--- src/rtl/mips_pkg.sv ---
// Shared opcode/funct constants, ALU control encodings and FSM state type
// for the multi-cycle MIPS-subset control unit.
package mips_pkg;

  localparam logic [5:0] OpRtype = 6'b000000;
  localparam logic [5:0] OpLw    = 6'b100011;
  localparam logic [5:0] OpSw    = 6'b101011;
  localparam logic [5:0] OpBeq   = 6'b000100;

  localparam logic [5:0] FunctAdd = 6'b100000;
  localparam logic [5:0] FunctSub = 6'b100010;
  localparam logic [5:0] FunctAnd = 6'b100100;
  localparam logic [5:0] FunctOr  = 6'b100101;
  localparam logic [5:0] FunctSlt = 6'b101010;

  localparam logic [3:0] AluAnd = 4'b0000;
  localparam logic [3:0] AluOr  = 4'b0001;
  localparam logic [3:0] AluAdd = 4'b0010;
  localparam logic [3:0] AluSub = 4'b0110;
  localparam logic [3:0] AluSlt = 4'b0111;

  typedef enum logic [2:0] {
    StFetch,
    StDecode,
    StExecute,
    StMemory,
    StWriteback
  } state_e;

endpackage

--- src/rtl/alu_decoder.sv ---
// Combinational opcode/funct decoder: ALU operation select plus a legal flag
// covering both unknown opcodes and unknown R-type funct codes.
module alu_decoder
  import mips_pkg::*;
(
  input  logic [5:0] i_opcode,
  input  logic [5:0] i_funct,
  output logic [3:0] o_alu_control,
  output logic       o_legal
);

  always_comb begin
    o_alu_control = AluAnd;
    o_legal       = 1'b0;
    case (i_opcode)
      OpRtype: begin
        o_legal = 1'b1;
        case (i_funct)
          FunctAdd: o_alu_control = AluAdd;
          FunctSub: o_alu_control = AluSub;
          FunctAnd: o_alu_control = AluAnd;
          FunctOr:  o_alu_control = AluOr;
          FunctSlt: o_alu_control = AluSlt;
          default:  o_legal = 1'b0;
        endcase
      end
      OpLw, OpSw: begin
        o_legal       = 1'b1;
        o_alu_control = AluAdd;
      end
      OpBeq: begin
        o_legal       = 1'b1;
        o_alu_control = AluSub;
      end
      default: ;
    endcase
  end

endmodule

--- src/rtl/control_unit.sv ---
// Multi-cycle control FSM for an R-type/lw/sw/beq MIPS subset: latches the
// fetched word, sequences datapath strobes and owns the program counter.
module control_unit
  import mips_pkg::*;
#(
  parameter logic [31:0] PC_RESET = 32'h00000000
) (
  input  logic        clk,
  input  logic        rst,
  input  logic [31:0] instr_in,
  input  logic        instr_valid,
  output logic        instr_ready,
  input  logic        Zero,
  output logic [31:0] instruction,
  output logic        ALUScr,
  output logic        RegWrite,
  output logic        RegDst,
  output logic        MemRead,
  output logic        MemWrite,
  output logic        MemtoReg,
  output logic [3:0]  ALUControl,
  output logic [31:0] pc,
  output logic        retire,
  output logic        illegal
);

  state_e      r_state, w_state_next;
  logic [31:0] r_pc, w_pc_next;
  logic [31:0] r_instr;

  logic [5:0]  w_opcode;
  logic        w_is_rtype, w_is_lw, w_is_sw, w_is_beq;
  logic [3:0]  w_alu_ctrl;
  logic        w_legal;
  logic        w_active;
  logic [31:0] w_pc_plus4, w_branch_target, w_imm_ext;

  assign w_opcode   = r_instr[31:26];
  assign w_is_rtype = (w_opcode == OpRtype);
  assign w_is_lw    = (w_opcode == OpLw);
  assign w_is_sw    = (w_opcode == OpSw);
  assign w_is_beq   = (w_opcode == OpBeq);

  alu_decoder u_alu_decoder (
    .i_opcode      (w_opcode),
    .i_funct       (r_instr[5:0]),
    .o_alu_control (w_alu_ctrl),
    .o_legal       (w_legal)
  );

  assign w_pc_plus4      = r_pc + 32'd4;
  assign w_imm_ext       = {{14{r_instr[15]}}, r_instr[15:0], 2'b00};
  assign w_branch_target = w_pc_plus4 + w_imm_ext;

  always_ff @(posedge clk) begin
    if (rst) begin
      r_state <= StFetch;
      r_pc    <= PC_RESET;
      r_instr <= 32'h0;
    end else begin
      r_state <= w_state_next;
      r_pc    <= w_pc_next;
      if (r_state == StFetch && instr_valid) begin
        r_instr <= instr_in;
      end
    end
  end

  always_comb begin
    w_state_next = r_state;
    w_pc_next    = r_pc;
    instr_ready  = 1'b0;
    RegWrite     = 1'b0;
    MemRead      = 1'b0;
    MemWrite     = 1'b0;
    retire       = 1'b0;
    illegal      = 1'b0;
    case (r_state)
      StFetch: begin
        instr_ready = 1'b1;
        if (instr_valid) w_state_next = StDecode;
      end
      StDecode: begin
        if (!w_legal) begin
          illegal      = 1'b1;
          w_pc_next    = w_pc_plus4;
          w_state_next = StFetch;
        end else begin
          w_state_next = StExecute;
        end
      end
      StExecute: begin
        if (w_is_beq) begin
          retire       = 1'b1;
          w_pc_next    = Zero ? w_branch_target : w_pc_plus4;
          w_state_next = StFetch;
        end else if (w_is_rtype) begin
          w_state_next = StWriteback;
        end else begin
          w_state_next = StMemory;
        end
      end
      StMemory: begin
        if (w_is_lw) begin
          MemRead      = 1'b1;
          w_state_next = StWriteback;
        end else begin
          MemWrite     = 1'b1;
          retire       = 1'b1;
          w_pc_next    = w_pc_plus4;
          w_state_next = StFetch;
        end
      end
      StWriteback: begin
        RegWrite     = 1'b1;
        retire       = 1'b1;
        w_pc_next    = w_pc_plus4;
        w_state_next = StFetch;
      end
      default: w_state_next = StFetch;
    endcase
  end

  // Static controls derive from the latched word, so they stay put from
  // DECODE until the FSM is back in FETCH; forced low while fetching.
  assign w_active    = (r_state != StFetch) && w_legal;
  assign ALUScr      = w_active && (w_is_lw || w_is_sw);
  assign RegDst      = w_active && w_is_rtype;
  assign MemtoReg    = w_active && w_is_lw;
  assign ALUControl  = w_active ? w_alu_ctrl : 4'b0000;
  assign instruction = r_instr;
  assign pc          = r_pc;

endmodule

--- config.mk ---
export PLATFORM = sky130hd
export DESIGN_NAME = control_unit
export DESIGN_NICKNAME = d
export VERILOG_FILES = /design/src/rtl/mips_pkg.sv /design/src/rtl/alu_decoder.sv /design/src/rtl/control_unit.sv
export SDC_FILE = /design/constraint.sdc
export NUM_CORES = 1
export LEC_CHECK = 0
export CAP_MARGIN = 20
export CORE_MARGIN = 2
export CORE_UTILIZATION = 56
export DETAILED_ROUTE_END_ITERATION = 7
export PLACE_DENSITY = 0.95
export SYNTH_ARGS = -nofsm -noshare
export SYNTH_HDL_FRONTEND = slang
export SYNTH_SLANG_ARGS = --single-unit
--- constraint.sdc ---
create_clock -name clk -period 11.55 [get_ports clk]
set_input_delay 1.155 -clock clk [delete_from_list [all_inputs] [get_ports clk]]
set_output_delay 1.155 -clock clk [all_outputs]
set_load 0.005 [all_outputs]
# After elaboration in Yosys (flattened, before gate mapping)
# Index checks and enable logic that the tools add are counted.
# word_totals
reg_bits	67
in_bits	36
output_inout_bits	77
elab_cells	61
# classes
addsub	2
eq_ne	16
n_mux	26
reduce_logical	14
# ops
cell	n
$mux 32	4
$pmux 32 s4	1
$eq 6x6->1 const B	7
$add 32x3->32 const B	1
$add 32x32->32	1
$pmux 3 s4	2
$mux 3	4
$pmux 4 s3	1
$mux 1	10
$ne 2x2->1 const B	4
$eq 3x2->1 const B	2
$eq 6x3->1 const B	1
$logic_not 6->1	1
$logic_and 1x1->1	5
$reduce_or 5->1	1
$mux 4	1
$reduce_and 4->1	1
$reduce_bool 4->1	1
$eq 3x1->1 const B	1
$eq 3x3->1 const B	1
$logic_not 3->1	1
$pmux 1 s3	1
$reduce_bool 3->1	1
$reduce_or 3->1	1
4 further kinds	4

# Longest topological paths before layout
# logic_depth
depth_word	6
mapped_depth	19
ltp_nobuf	17

# Cells and area by module
# Synthesis repeated with hierarchy kept, for this count alone.
# unflattened
hier_cells	708
area_unflattened_um2	5147.4
# modules_own_cells
mod	n_inst	cells_per_inst	area_each_um2	seq_area_each_um2
control_unit	1	690	5002.3	1301.2
alu_decoder	1	18	145.1	0.0

# Least setup slack after synthesis
# OpenSTA, ideal clock, no wires.
# synth_path
path_type	reg2reg
from	reg r_pc[8], in the netlist pc[8]
to	reg r_pc[31], in the netlist pc[31]
setup_ps	121
arrival_time_ps	3809
required_time_ps	11429
setup_slack_ps	7621
stages_incl_launch_ff	19
n_path_buf	2
synth_period_minus_slack_ps	3929
path_cell_list	dfxtp_1 inv_1 nor4_4 and4_1 and4_1 buf_6 nand3_4 or3_4 xnor2_1 ha_1 clkbuf_1 a21oi_1 o21a_1 o211ai_1 a221oi_1 xor2_1 nor2_1 mux2i_1 mux2_2
# synth_between
elab_chain_cells	5
elab_cells_between_ends	7
classes_between	2 x add/sub; 5 x mux
# synth_lines
item	line	text
start: declaration	control_unit.sv:28	logic [31:0] r_pc, w_pc_next;
start signal: assignment	control_unit.sv:62	r_pc <= w_pc_next;
$add 32x3->32 *	control_unit.sv:51	assign w_pc_plus4 = r_pc + 32'd4;
$add 32x32->32	control_unit.sv:53	assign w_branch_target = w_pc_plus4 + w_imm_ext;
$mux 32	control_unit.sv:95	w_pc_next = Zero ? w_branch_target : w_pc_plus4;
$mux 32	control_unit.sv:93	if (w_is_beq) begin
$pmux 32 s4 *	control_unit.sv:78	case (r_state)
# Every way passes the cells marked *; elsewhere a longest branch is shown, timed or not. The select of a mux whose other input is x is not followed.
# A chain may end at the register's enable or synchronous reset.

# Final worst setup path
# layout_path
from	reg r_pc[4], in the netlist pc[4]
to	reg r_pc[31], in the netlist pc[31]
# The elaborated chain is that of the path after synthesis.

==> results.cfg <==
[synth]
muxShareOfSynthArea_pct = 1.246
synthCells = 673
synth-simple-area-share_pct = 25.94
synth_top_family_by_area = simple AND/OR/NAND/NOR gates
synth_area_leaders = dfxtp_1, ha_1, nand2_1
ys_ff_latch = 65
synth-xor-area-share_pct = 8.547
synthFlopType = dfxtp_1
synth-edff-count = 0
post_synth_fa_ha_maj_area_fraction_pct = 9.619
ys_async_sr_fraction_pct = 0
synth_top_area_share_pct = 25.92
ys_warn_count = 0
syn-cell-area_mm2 = 0.005021
ys_types = 69
avgSynthCellArea_um2 = 7.461
ys_seq_area_share_pct = 25.92
synth_top_area_cell = dfxtp_1
synth_compound_gate_area_share_pct = 24.05

[placed_design]
place_hpwl_um = 11110
place_ws_ps = 7299
dp.cells = 858
gp_congestion = 0.9676
port_buffers = 109

[clock_network]
insertion_delay_ps = 370
htree_levels = 3
clk_pin_slew_worst_paths_ps = 90
cts.sinks = 65
post_cts_buffers = 0
cts_root_buffer = clkbuf_8
ctsResizeCount = 0
numCtsBuffers = 9
cts_hold_buf = 0
cts_tree = yes
cts_buffer_depth = 2

[finish]
seqCellArea_mm2 = 0.001301
stdcell_count = 874
final_common_cell = nand2_1
final_layout_size_suffix_gt1_share_pct = 5.091
fillers = 638
layout_common_cells = nand2_1, clkdlybuf4s50_1, a21oi_1
multi_input_area_mm2 = 0.003502
nets = 835
antenna_cells = 0
syn_to_final_growth_pct = 25.87

[floorplanning]
ios = 113
fp-row-count = 34
fp.dieH_um = 98.69
die_w_um = 98.69
start_util_pct = 57.58
coreArea_mm2 = 0.008721
die_area_mm2 = 0.009740

[run]
cap_violations = 0

[drt]
ant_nets = 0
remaining_drc_errors = 0
totalWireLength_um = 15600
vias_per_cell = 6.263
drt_iter0_markers = 462
wire_per_inst_um = 17.85
routed-via-count = 5474
drtPass1Iterations = 5

[worst_setup_path]
rr_worst_depth = 16
crit_start = pc[4]$_SDFFE_PP0P_
r2r_slack_ps = 7270
critical_path.endpoint = pc[31]$_SDFFE_PP0P_
path_class = flop to flop
r2r-start = pc[4]$_SDFFE_PP0P_
required_ps = 11800
r2r-end = pc[31]$_SDFFE_PP0P_
start_kind = flop
cp-end-kind = flop
cp_max_fo = 8
critical_path_arrival_ps = 4530

[sta]
fmax_mhz = 233.4
rsz0062_at_grt = false
slew_violations = 0
final.min_clock_period_ps = 4285
fin_setup_tns_ps = 0
layout_setup_ws_ps = 7265
finalHoldViolations = 0
setup_viol = 0
max_slew.worst_pin.slew_ps = 1016
finalCritPeriodShare_pct = 37.10
slew_headroom_pct = 32.12
clock_skew_ps = 20.30

[worst_hold_path]
hold_path_class = flop to flop

[global_routing]
grt_max_degree = 71
grt_pass1_wl_um = 25360
overflow = 0
antenna_found_initial = 0
grt.total_usage_pct = 31.75
grt_pass1_vias = 5259

[pwr]
seq_power_share_pct = 41.7
p_int_w = 0.0004090
combPwrFrac_pct = 23.2
leakage_nw = 2.436
clkPwrFrac_pct = 35.1
netSwitchingPower_w = 0.0002045
ir_drop_mv = 0.07174
power_w = 0.0006135
p_sw_share_pct = 33.33
cellPowerDensity_mw_per_mm2 = 97.07

[status]
status = finished clean
[area by class of cell]
| class | count | area share, % |
|---|---|---|
| Inverter | 13 | 0.7721 |
| Timing Repair Buffer | 114 | 17.78 |
| Clock inverter | 7 | 1.346 |
| Sequential cell | 65 | 20.59 |
| Tap cell | 108 | 2.138 |
| Multi-Input combinational cell | 558 | 55.41 |
| Clock buffer | 9 | 1.960 |
[worst max-delay path: stages, from the launching register on]
cell and delay [ps]:
dfxtp_1 460, nand4_2 170, nor4_4 230, and4_1 260, and4_1 360, nand3_4 120, or3_4 440, xnor2_1 140
ha_1 390, a21oi_1 210, o21a_1 160, o211ai_1 80, a221oi_1 310, xor2_1 130, nor2_1 150, mux2i_1 220
mux2_2 350
[worst min path at each step]
stage	start	to	slack, ps	depth (start not counted)
global route	instruction[19]$_SDFFE_PP0P_	instruction[19]$_SDFFE_PP0P_	480	2
detailed placement	instruction[20]$_SDFFE_PP0P_	instruction[20]$_SDFFE_PP0P_	460	2
finish	instruction[19]$_SDFFE_PP0P_	instruction[19]$_SDFFE_PP0P_	470	2
global placement	instruction[18]$_SDFFE_PP0P_	instruction[18]$_SDFFE_PP0P_	440	2
CTS	instruction[20]$_SDFFE_PP0P_	instruction[20]$_SDFFE_PP0P_	470	2
floorplan	instruction[16]$_SDFFE_PP0P_	instruction[16]$_SDFFE_PP0P_	450	2
[power by group through the flow]
stage,logic (W),registers [W],clock network (W)
final,0.000142,0.000256,0.000216
after CTS,0.000140,0.000255,0.000215
after floorplan,0.0000834,0.000256,0
after global routing,0.000155,0.000257,0.000225
after global placement,0.000134,0.000258,0
after detailed placement,0.000139,0.000260,0
[metal layers]
metal  GRT usage (%)  vias up  part of all wire (%)
met2           52.96      300                    47
met4           11.49        0                   3.6
li1                -     2577                     -
met3           6.525       55                   8.3
met5               0        -                     0
met1           40.74     2542                    41
[cells in the mapped netlist (all sizes together), types with 4 or more instances]
cell    count
nor4        5
nor3b       4
nand2b      7
o21a        4
a21oi      74
nand2     120
a221oi      5
buf        12
nand4       8
o21bai      5
ha         37
nand3      21
and2        6
and3       13
o41ai       4
o22ai       8
nand3b      4
inv        13
a311oi      5
a31oi       5
o21ai      33
a22oi       4
mux2i       4
dfxtp      65
nor2       53
o211ai      4
a21o       12
xnor2      33
nor3       13
a211oi     16
clkbuf     27
xor2       16
[metrics by stage]
stage / utilization [%] / hold WS, ps / area [µm²]
finish: 72.47 / 467.2 / 6320
global route: 72.47 / 476.6 / 6320
CTS: 72.47 / 467.6 / 6320
detailed placement: 70.07 / 458.3 / 6111
global placement: 70.07 / 442.0 / 6111
floorplan: - / 452.7 / 5029
[cell families after synthesis]
kind of cell    Yosys count
other cells               1
xor+xnor                 49
mux                       6
simple gates            270
flops                    65
compound gates          192
buf+inv                  52
fa+ha+maj                38
[state kept, by name (all words and copies together) (netlist names)]
name / flops
pc: 30
instruction: 32
r_state: 3
Note: power is estimated with default switching activity, not from simulation.
